### src/rtl/apb_reg_bridge.sv
// rtl/apb_reg_bridge.sv - APB3 slave to single-cycle register-request bridge
//
// Each APB transfer becomes exactly one reg_req pulse towards the register
// blocks. Read data is captured RD_LAT cycles after the pulse. Addresses at
// or above ADDR_LIMIT are answered with pslverr and never reach the registers.
//
// Ports:
//   clk, rst_n                 clock, asynchronous active-low reset
//   psel, penable, pwrite      APB control
//   paddr, pwdata              APB address / write data
//   prdata, pready, pslverr    APB response (registered)
//   reg_req                    one-cycle register access strobe
//   reg_wr, reg_addr, reg_wdata register command, qualified by reg_req
//   reg_rdata                  register read data, valid RD_LAT cycles after reg_req

module apb_reg_bridge #(
    parameter int REG_DW     = 8,
    parameter int REG_AW     = 8,
    parameter int RD_LAT     = 1,
    parameter int ADDR_LIMIT = 16
) (
    input  logic              clk,
    input  logic              rst_n,
    input  logic              psel,
    input  logic              penable,
    input  logic              pwrite,
    input  logic [REG_AW-1:0] paddr,
    input  logic [REG_DW-1:0] pwdata,
    output logic [REG_DW-1:0] prdata,
    output logic              pready,
    output logic              pslverr,
    output logic              reg_req,
    output logic              reg_wr,
    output logic [REG_AW-1:0] reg_addr,
    output logic [REG_DW-1:0] reg_wdata,
    input  logic [REG_DW-1:0] reg_rdata
);

    // One extra bit so a limit equal to 2**REG_AW still compares correctly.
    localparam logic [REG_AW:0] LIMIT    = ADDR_LIMIT[REG_AW:0];
    localparam logic [2:0]      RD_LAT_C = RD_LAT[2:0];

    typedef enum logic [1:0] {
        IDLE,
        REQ,
        WAIT,
        RESP
    } state_t;

    state_t            state_q;
    logic [2:0]        cnt_q;
    logic              reg_req_q;
    logic              reg_wr_q;
    logic [REG_AW-1:0] reg_addr_q;
    logic [REG_DW-1:0] reg_wdata_q;
    logic [REG_DW-1:0] prdata_q;
    logic              pready_q;
    logic              pslverr_q;

    logic              in_range;

    assign in_range = ({1'b0, paddr} < LIMIT);

    always_ff @(posedge clk or negedge rst_n) begin
        if (!rst_n) begin
            state_q     <= IDLE;
            cnt_q       <= '0;
            reg_req_q   <= 1'b0;
            reg_wr_q    <= 1'b0;
            reg_addr_q  <= '0;
            reg_wdata_q <= '0;
            prdata_q    <= '0;
            pready_q    <= 1'b0;
            pslverr_q   <= 1'b0;
        end else begin
            // Strobes default low so each is a single-cycle pulse.
            reg_req_q <= 1'b0;
            pready_q  <= 1'b0;
            pslverr_q <= 1'b0;
            case (state_q)
                IDLE: begin
                    // Only the setup phase starts a transfer; a penable held
                    // high after completion can never retrigger.
                    if (psel && !penable) begin
                        prdata_q <= '0;
                        if (in_range) begin
                            reg_wr_q    <= pwrite;
                            reg_addr_q  <= paddr;
                            reg_wdata_q <= pwdata;
                            reg_req_q   <= 1'b1;
                            state_q     <= REQ;
                        end else begin
                            pready_q  <= 1'b1;
                            pslverr_q <= 1'b1;
                            state_q   <= RESP;
                        end
                    end
                end
                REQ: begin
                    if (reg_wr_q) begin
                        pready_q <= 1'b1;
                        state_q  <= RESP;
                    end else begin
                        cnt_q   <= RD_LAT_C;
                        state_q <= WAIT;
                    end
                end
                WAIT: begin
                    cnt_q <= cnt_q - 3'd1;
                    if (cnt_q == 3'd1) begin
                        prdata_q <= reg_rdata;
                        pready_q <= 1'b1;
                        state_q  <= RESP;
                    end
                end
                RESP: begin
                    // psel is not consulted: an abandoned transfer still
                    // finishes here and the FSM cannot hang.
                    state_q <= IDLE;
                end
                default: state_q <= IDLE;
            endcase
        end
    end

    assign prdata    = prdata_q;
    assign pready    = pready_q;
    assign pslverr   = pslverr_q;
    assign reg_req   = reg_req_q;
    assign reg_wr    = reg_wr_q;
    assign reg_addr  = reg_addr_q;
    assign reg_wdata = reg_wdata_q;

endmodule

### config.mk
export PLATFORM = sky130hd
export DESIGN_NAME = apb_reg_bridge
export DESIGN_NICKNAME = d
export VERILOG_FILES = /design/src/rtl/apb_reg_bridge.sv
export SDC_FILE = /design/constraint.sdc
export NUM_CORES = 1
export LEC_CHECK = 0
export CAP_MARGIN = 20
export CORE_ASPECT_RATIO = 1.25
export CORE_MARGIN = 3
export CORE_UTILIZATION = 45
export DETAILED_ROUTE_END_ITERATION = 10
export DONT_BUFFER_PORTS = 1
export GPL_TIMING_DRIVEN = 0
export SYNTH_ARGS = -nofsm -noshare
export SYNTH_HDL_FRONTEND = slang
export SYNTH_SLANG_ARGS = --single-unit
### constraint.sdc
create_clock -name clk -period 2.24 [get_ports clk]
set_input_delay 0.672 -clock clk [delete_from_list [all_inputs] [get_ports clk]]
set_output_delay 0.672 -clock clk [all_outputs]
set_load 0.03 [all_outputs]
After elaboration in Yosys (flattened, before gate mapping). Cells that the tools add are included.

Add/subtract/negate cells: 1. Eq/ne operators: 7. Reduce and logical (&&, ||, !) cells: 9. Mux-type cells: 19. $lt $le $gt $ge: 1.

Operators by type and width (count): two-way mux 8 bit (2); case mux 8 bit (2 select lines) (1); two-way mux 1 bit (9); < comparator 8 x 5 -> 1 bit, second input constant (1); case mux 2 bit (4 select lines) (1); two-way mux 2 bit (3); inequality test 2 bit, second input constant (3); case mux 3 bit (2 select lines) (1); AND reduction 3 bit (2); equality test 2 bit, second input constant (2); AND reduction 2 bit (2); nonzero test 2 bit (2); equality test 3 x 1 -> 1 bit, second input constant (1); two-way mux 3 bit (1); case mux 1 bit (3 select lines) (1); subtractor 3 x 1 -> 3 bit, second input constant (1); equality test 2 x 1 -> 1 bit, second input constant (1); logical NOT 2 bit (1); logical AND 1 bit (1); logical NOT 1 bit (1).

Input bits: 29. Logic and storage cells: 46. Register bits after elaboration: 33.

Longest topological paths before layout.
Word-level depth: 4. Gate-level depth with buffers: 6.

Worst setup path before layout. Ideal clock, no wire load.

Path type: in2reg. Start: input port paddr[6]. End: register reg_addr_q[2] (netlist: reg_addr[2]). Setup slack: 368 ps. Stages: 5. Arrival: 1744 ps. Data required time: 2113 ps. Path through: nor4_4 -> and4b_1 -> buf_6 -> buf_6 -> mux2_1.

Cells in the longest elaborated chain, start to end: 2.

RTL lines: start: declaration (line 27) `input logic [REG_AW-1:0] paddr,`; < comparator 8 x 5 -> 1 bit (line 62) `assign in_range = ({1'b0, paddr} < LIMIT);`; AND reduction 3 bit (no line); end signal: assignment (line 88) `reg_addr_q <= paddr;`; end: declaration (line 54) `logic [REG_AW-1:0] reg_addr_q;`.

Every way passes these cells. A chain may end at the register's enable or synchronous reset.

Final worst setup path.
Start: register state_q[0]. End: register prdata_q[2] (netlist: prdata[2]).

Cells in the longest elaborated chain, start to end: 3. Elaborated cells between the ends (all ways): 7. Those cells by class: eq/ne (3); mux (1); reduce/logical (3).

RTL lines: start: declaration (line 50) `state_t state_q;`; start signal: assignment (line 66) `state_q <= IDLE;`; start signal: assignment (line 91) `state_q <= REQ;`; start signal: assignment (line 95) `state_q <= RESP;`; equality test 2 bit or logical NOT 2 bit (tied branches) (line 80) `case (state_q)`; inequality test 2 bit (no line) or nonzero test 2 bit (tied branches); AND reduction 3 bit (no line); end signal: assignment (line 111) `prdata_q <= reg_rdata;`; end: declaration (line 56) `logic [REG_DW-1:0] prdata_q;`.

Parallel ways exist; a longest one is shown, timed or not.

==> impl_metrics.env <==
export IMPL_core_area_um2=2811
export IMPL_r2r_start="state_q[0]$_DFFE_PN0P_"
export IMPL_clk_pin_slew_ns=0.10
export IMPL_cp_startpoint="state_q[0]$_DFFE_PN0P_"
export IMPL_num_io_pins=57
export IMPL_tightest_slew_ns=0.8386
export IMPL_ir_drop_uv=693.0
export IMPL_r2r_slack_ns=0.36
export IMPL_critPathArrivalTime_ns=2.09
export IMPL_cp_num_cells=5
export IMPL_hp_class="input pin to async pin"
export IMPL_dieHeight_um=67.81
export IMPL_ant_nets=0
export IMPL_slowest_stage="dfrtp_1"
export IMPL_place_congestion=0.7320
export IMPL_rsz0062_at_grt="false"
export IMPL_finalHoldViolations=0
export IMPL_max_stage_delay_ns=0.42
export IMPL_worstPathMaxFanout=8
export IMPL_via_per_inst=5.667
export IMPL_clock_path_buffers=2
export IMPL_slew_limit_headroom=0.4391
export IMPL_p_leak_nw=0.7548
export IMPL_crit_family="compound AO/OA/AOI/OAI gates"
export IMPL_p_comb_frac=0.251
export IMPL_cp_start_kind="flop"
export IMPL_grt_max_degree=34
export IMPL_fmax_mhz=532.7
export IMPL_synth_top_cell_area_share=0.6005
export IMPL_worst_setup_path_type="flop to flop"
export IMPL_ys_warn_count=0
export IMPL_synth_nets=137
export IMPL_cp_num_buf_inv=1
export IMPL_yosysTopAreaCell="dfrtp_1"
export IMPL_m1WireLength_um=949
export IMPL_path_cells="inv_1, ha_1, a22oi_1, o21ai_1, a22o_1"
export IMPL_grt_pass1_vias=814
export IMPL_wl_per_cell_um=16.75
export IMPL_drcViolationCount=0
export IMPL_vias=816
export IMPL_synth_area_leaders="dfrtp_1 60%, mux2_2 6.6%, ha_1 6.4%, a22o_1 5.1%, mux2_1 4.1%"
export IMPL_drt_total_wl_um=2412
export IMPL_seq_area_frac_synth=0.6005
export IMPL_place_hpwl_um=1798
export IMPL_cts_root_buf="clkbuf_4"
export IMPL_final_setup_skew_ns=0.004080
export IMPL_period_share=0.8380
export IMPL_grt_use_total=0.1358
export IMPL_drive_gt1_frac=0.1636
export IMPL_htree_levels=2
export IMPL_cts_buffers=5
export IMPL_power_internal_mw=1.229
export IMPL_diodes=0
export IMPL_clkLatencyLatePin_ns=0.32
export IMPL_status="finished clean"
export IMPL_cts_sinks=33
export IMPL_fin_nets=145
export IMPL_r2r_end="prdata[2]$_DFFE_PN0P_"
export IMPL_maxCapViolCount=0
export IMPL_synthCells=101
export IMPL_p_per_area_nw_per_um2=1319
export IMPL_cts_tree="yes"
export IMPL_syn_area_per_cell_um2=13.61
export IMPL_worst_r2r_cell_count=5
export IMPL_top_layer="met4"
export IMPL_drv_slew=0
export IMPL_fin_util=0.5381
export IMPL_start_util=0.4891
export IMPL_drt_pass1_iter_count=2
export IMPL_die_x_um=55.44
export IMPL_setup_tns_ns=0
export IMPL_route_met3_wl_um=273
export IMPL_grt_ovfl_total=0
export IMPL_numPortBuffers=0
export IMPL_p_sw_mw=0.7673
export IMPL_p_seq_frac=0.522
export IMPL_period_needed_ns=1.877
export IMPL_ys_ff_latch=33
export IMPL_grt_pass1_wl_um=3919
export IMPL_critical_path_required_ns=2.46
export IMPL_setup_viol_count_final=0
export IMPL_setup_worst_path_end_class="flop"
export IMPL_mappedNetlistArea_um2=1375
export IMPL_pwr_share_clk=0.227
export IMPL_routed_wl_met2_um=1163
export IMPL_dieArea_um2=3759
export IMPL_yosysUniqueCellTypes=22
export IMPL_row_count=21
export IMPL_syn_to_final_growth_pct=10.01
export IMPL_swShare=0.3845
export IMPL_drt_iter0_drc=15
export IMPL_antenna_found_initial=0
## layout make-up
class,count,area [µm²]
plain buffers,2,22.52
clock buffers,7,55.05
clock inverters,1,30.03
fillers,245,1299
inverters,4,15.01
multi-input cells,62,511.7
flip-flops and latches,33,825.8
well taps,34,42.54
repair buffers,1,10.01
## worst max-delay path by stage
stage,to,slack (ns)
finish,prdata[2]$_DFFE_PN0P_,0.36
global route,prdata[6]$_DFFE_PN0P_,0.18
CTS,prdata[2]$_DFFE_PN0P_,0.36
detailed placement,reg_wr$_DFFE_PN0P_,0.25
global placement,reg_wr$_DFFE_PN0P_,0.26
floorplan,reg_addr[2]$_DFFE_PN0P_,0.37
## cells in the final DEF (no fill, tap or decap), drive strengths merged, types with 2 or more instances in the layout
| cell type | n |
|---|---|
| inv | 4 |
| o21ai | 7 |
| and4b | 2 |
| clkbuf | 7 |
| buf | 2 |
| nor2b | 5 |
| nor2 | 2 |
| a21oi | 2 |
| nand2b | 3 |
| a22o | 8 |
| nand2 | 6 |
| mux2 | 13 |
| ha | 7 |
| dfrtp | 33 |
## flip-flops by register name (all words and copies together) (netlist names)
name and cells:
prdata 8, reg_addr 8, reg_wdata 8, cnt_q 3, state_q 2, pready 1
pslverr 1, reg_req 1, reg_wr 1
## metal layers
metal	vias up	global-route usage
met2	42	0.2204
met3	4	0.07839
met5	-	0
met1	399	0.1503
li1	371	-
met4	0	0.04559
## power groups by stage
stage / sequential, mW / combinational [mW] / clock [mW]
detailed placement: 1.06 / 0.501 / 0
CTS: 1.05 / 0.502 / 0.467
floorplan: 1.03 / 0.409 / 0
finish: 1.04 / 0.501 / 0.452
global placement: 1.05 / 0.476 / 0
global route: 1.06 / 0.593 / 0.501
## per-stage QoR
| stage | power [mW] | hold slack [ns] | setup WS [ns] | cells | instance area [µm²] |
|---|---|---|---|---|---|
| after floorplan | 1.436 | 0.3764 | 0.3683 | 101 | 1375 |
| after global placement | 1.529 | 0.3771 | 0.2591 | 135 | 1418 |
| after detailed placement | 1.559 | 0.3771 | 0.2457 | 135 | 1418 |
| after CTS | 2.015 | 0.01516 | 0.3626 | 143 | 1503 |
| after global routing | 2.160 | 0.006160 | 0.1842 | 144 | 1513 |
| final | 1.996 | 0.03349 | 0.3628 | 144 | 1513 |
## synthesized netlist by cell type
| cell type | n |
|---|---|
| dfrtp_1 | 33 |
| nor3b_1 | 1 |
| o21ai_1 | 1 |
| o211ai_1 | 1 |
| ha_1 | 7 |
| nand3b_1 | 1 |
| nand2_1 | 6 |
| o21ai_0 | 6 |
| a21oi_1 | 2 |
| nand4_1 | 1 |
| nand3_1 | 1 |
| and4b_1 | 2 |
| a22oi_1 | 1 |
| a22o_1 | 8 |
| mux2_1 | 5 |
| nor4_4 | 1 |
| nor2_1 | 2 |
| nor2b_1 | 5 |
| mux2_2 | 8 |
| buf_6 | 2 |
| inv_1 | 4 |
| nand2b_1 | 3 |
## repair_timing
item                                   CTS  global route
hold buffers                             0             1
endpoints found under the hold margin    0            19
resized for setup                        0             0
setup buffers                            0             0
## cell families after synthesis
logic type	count (synthesis)	share of synthesized area
DFF	33	0.6005
and+or+nand+nor	23	0.1074
AOI/OAI and AO/OA	19	0.09464
muxes	13	0.1065
adders and majority gates	7	0.06369
buffers and inverters	6	0.02729
No activity file was read; power rests on OpenSTA's default activity.
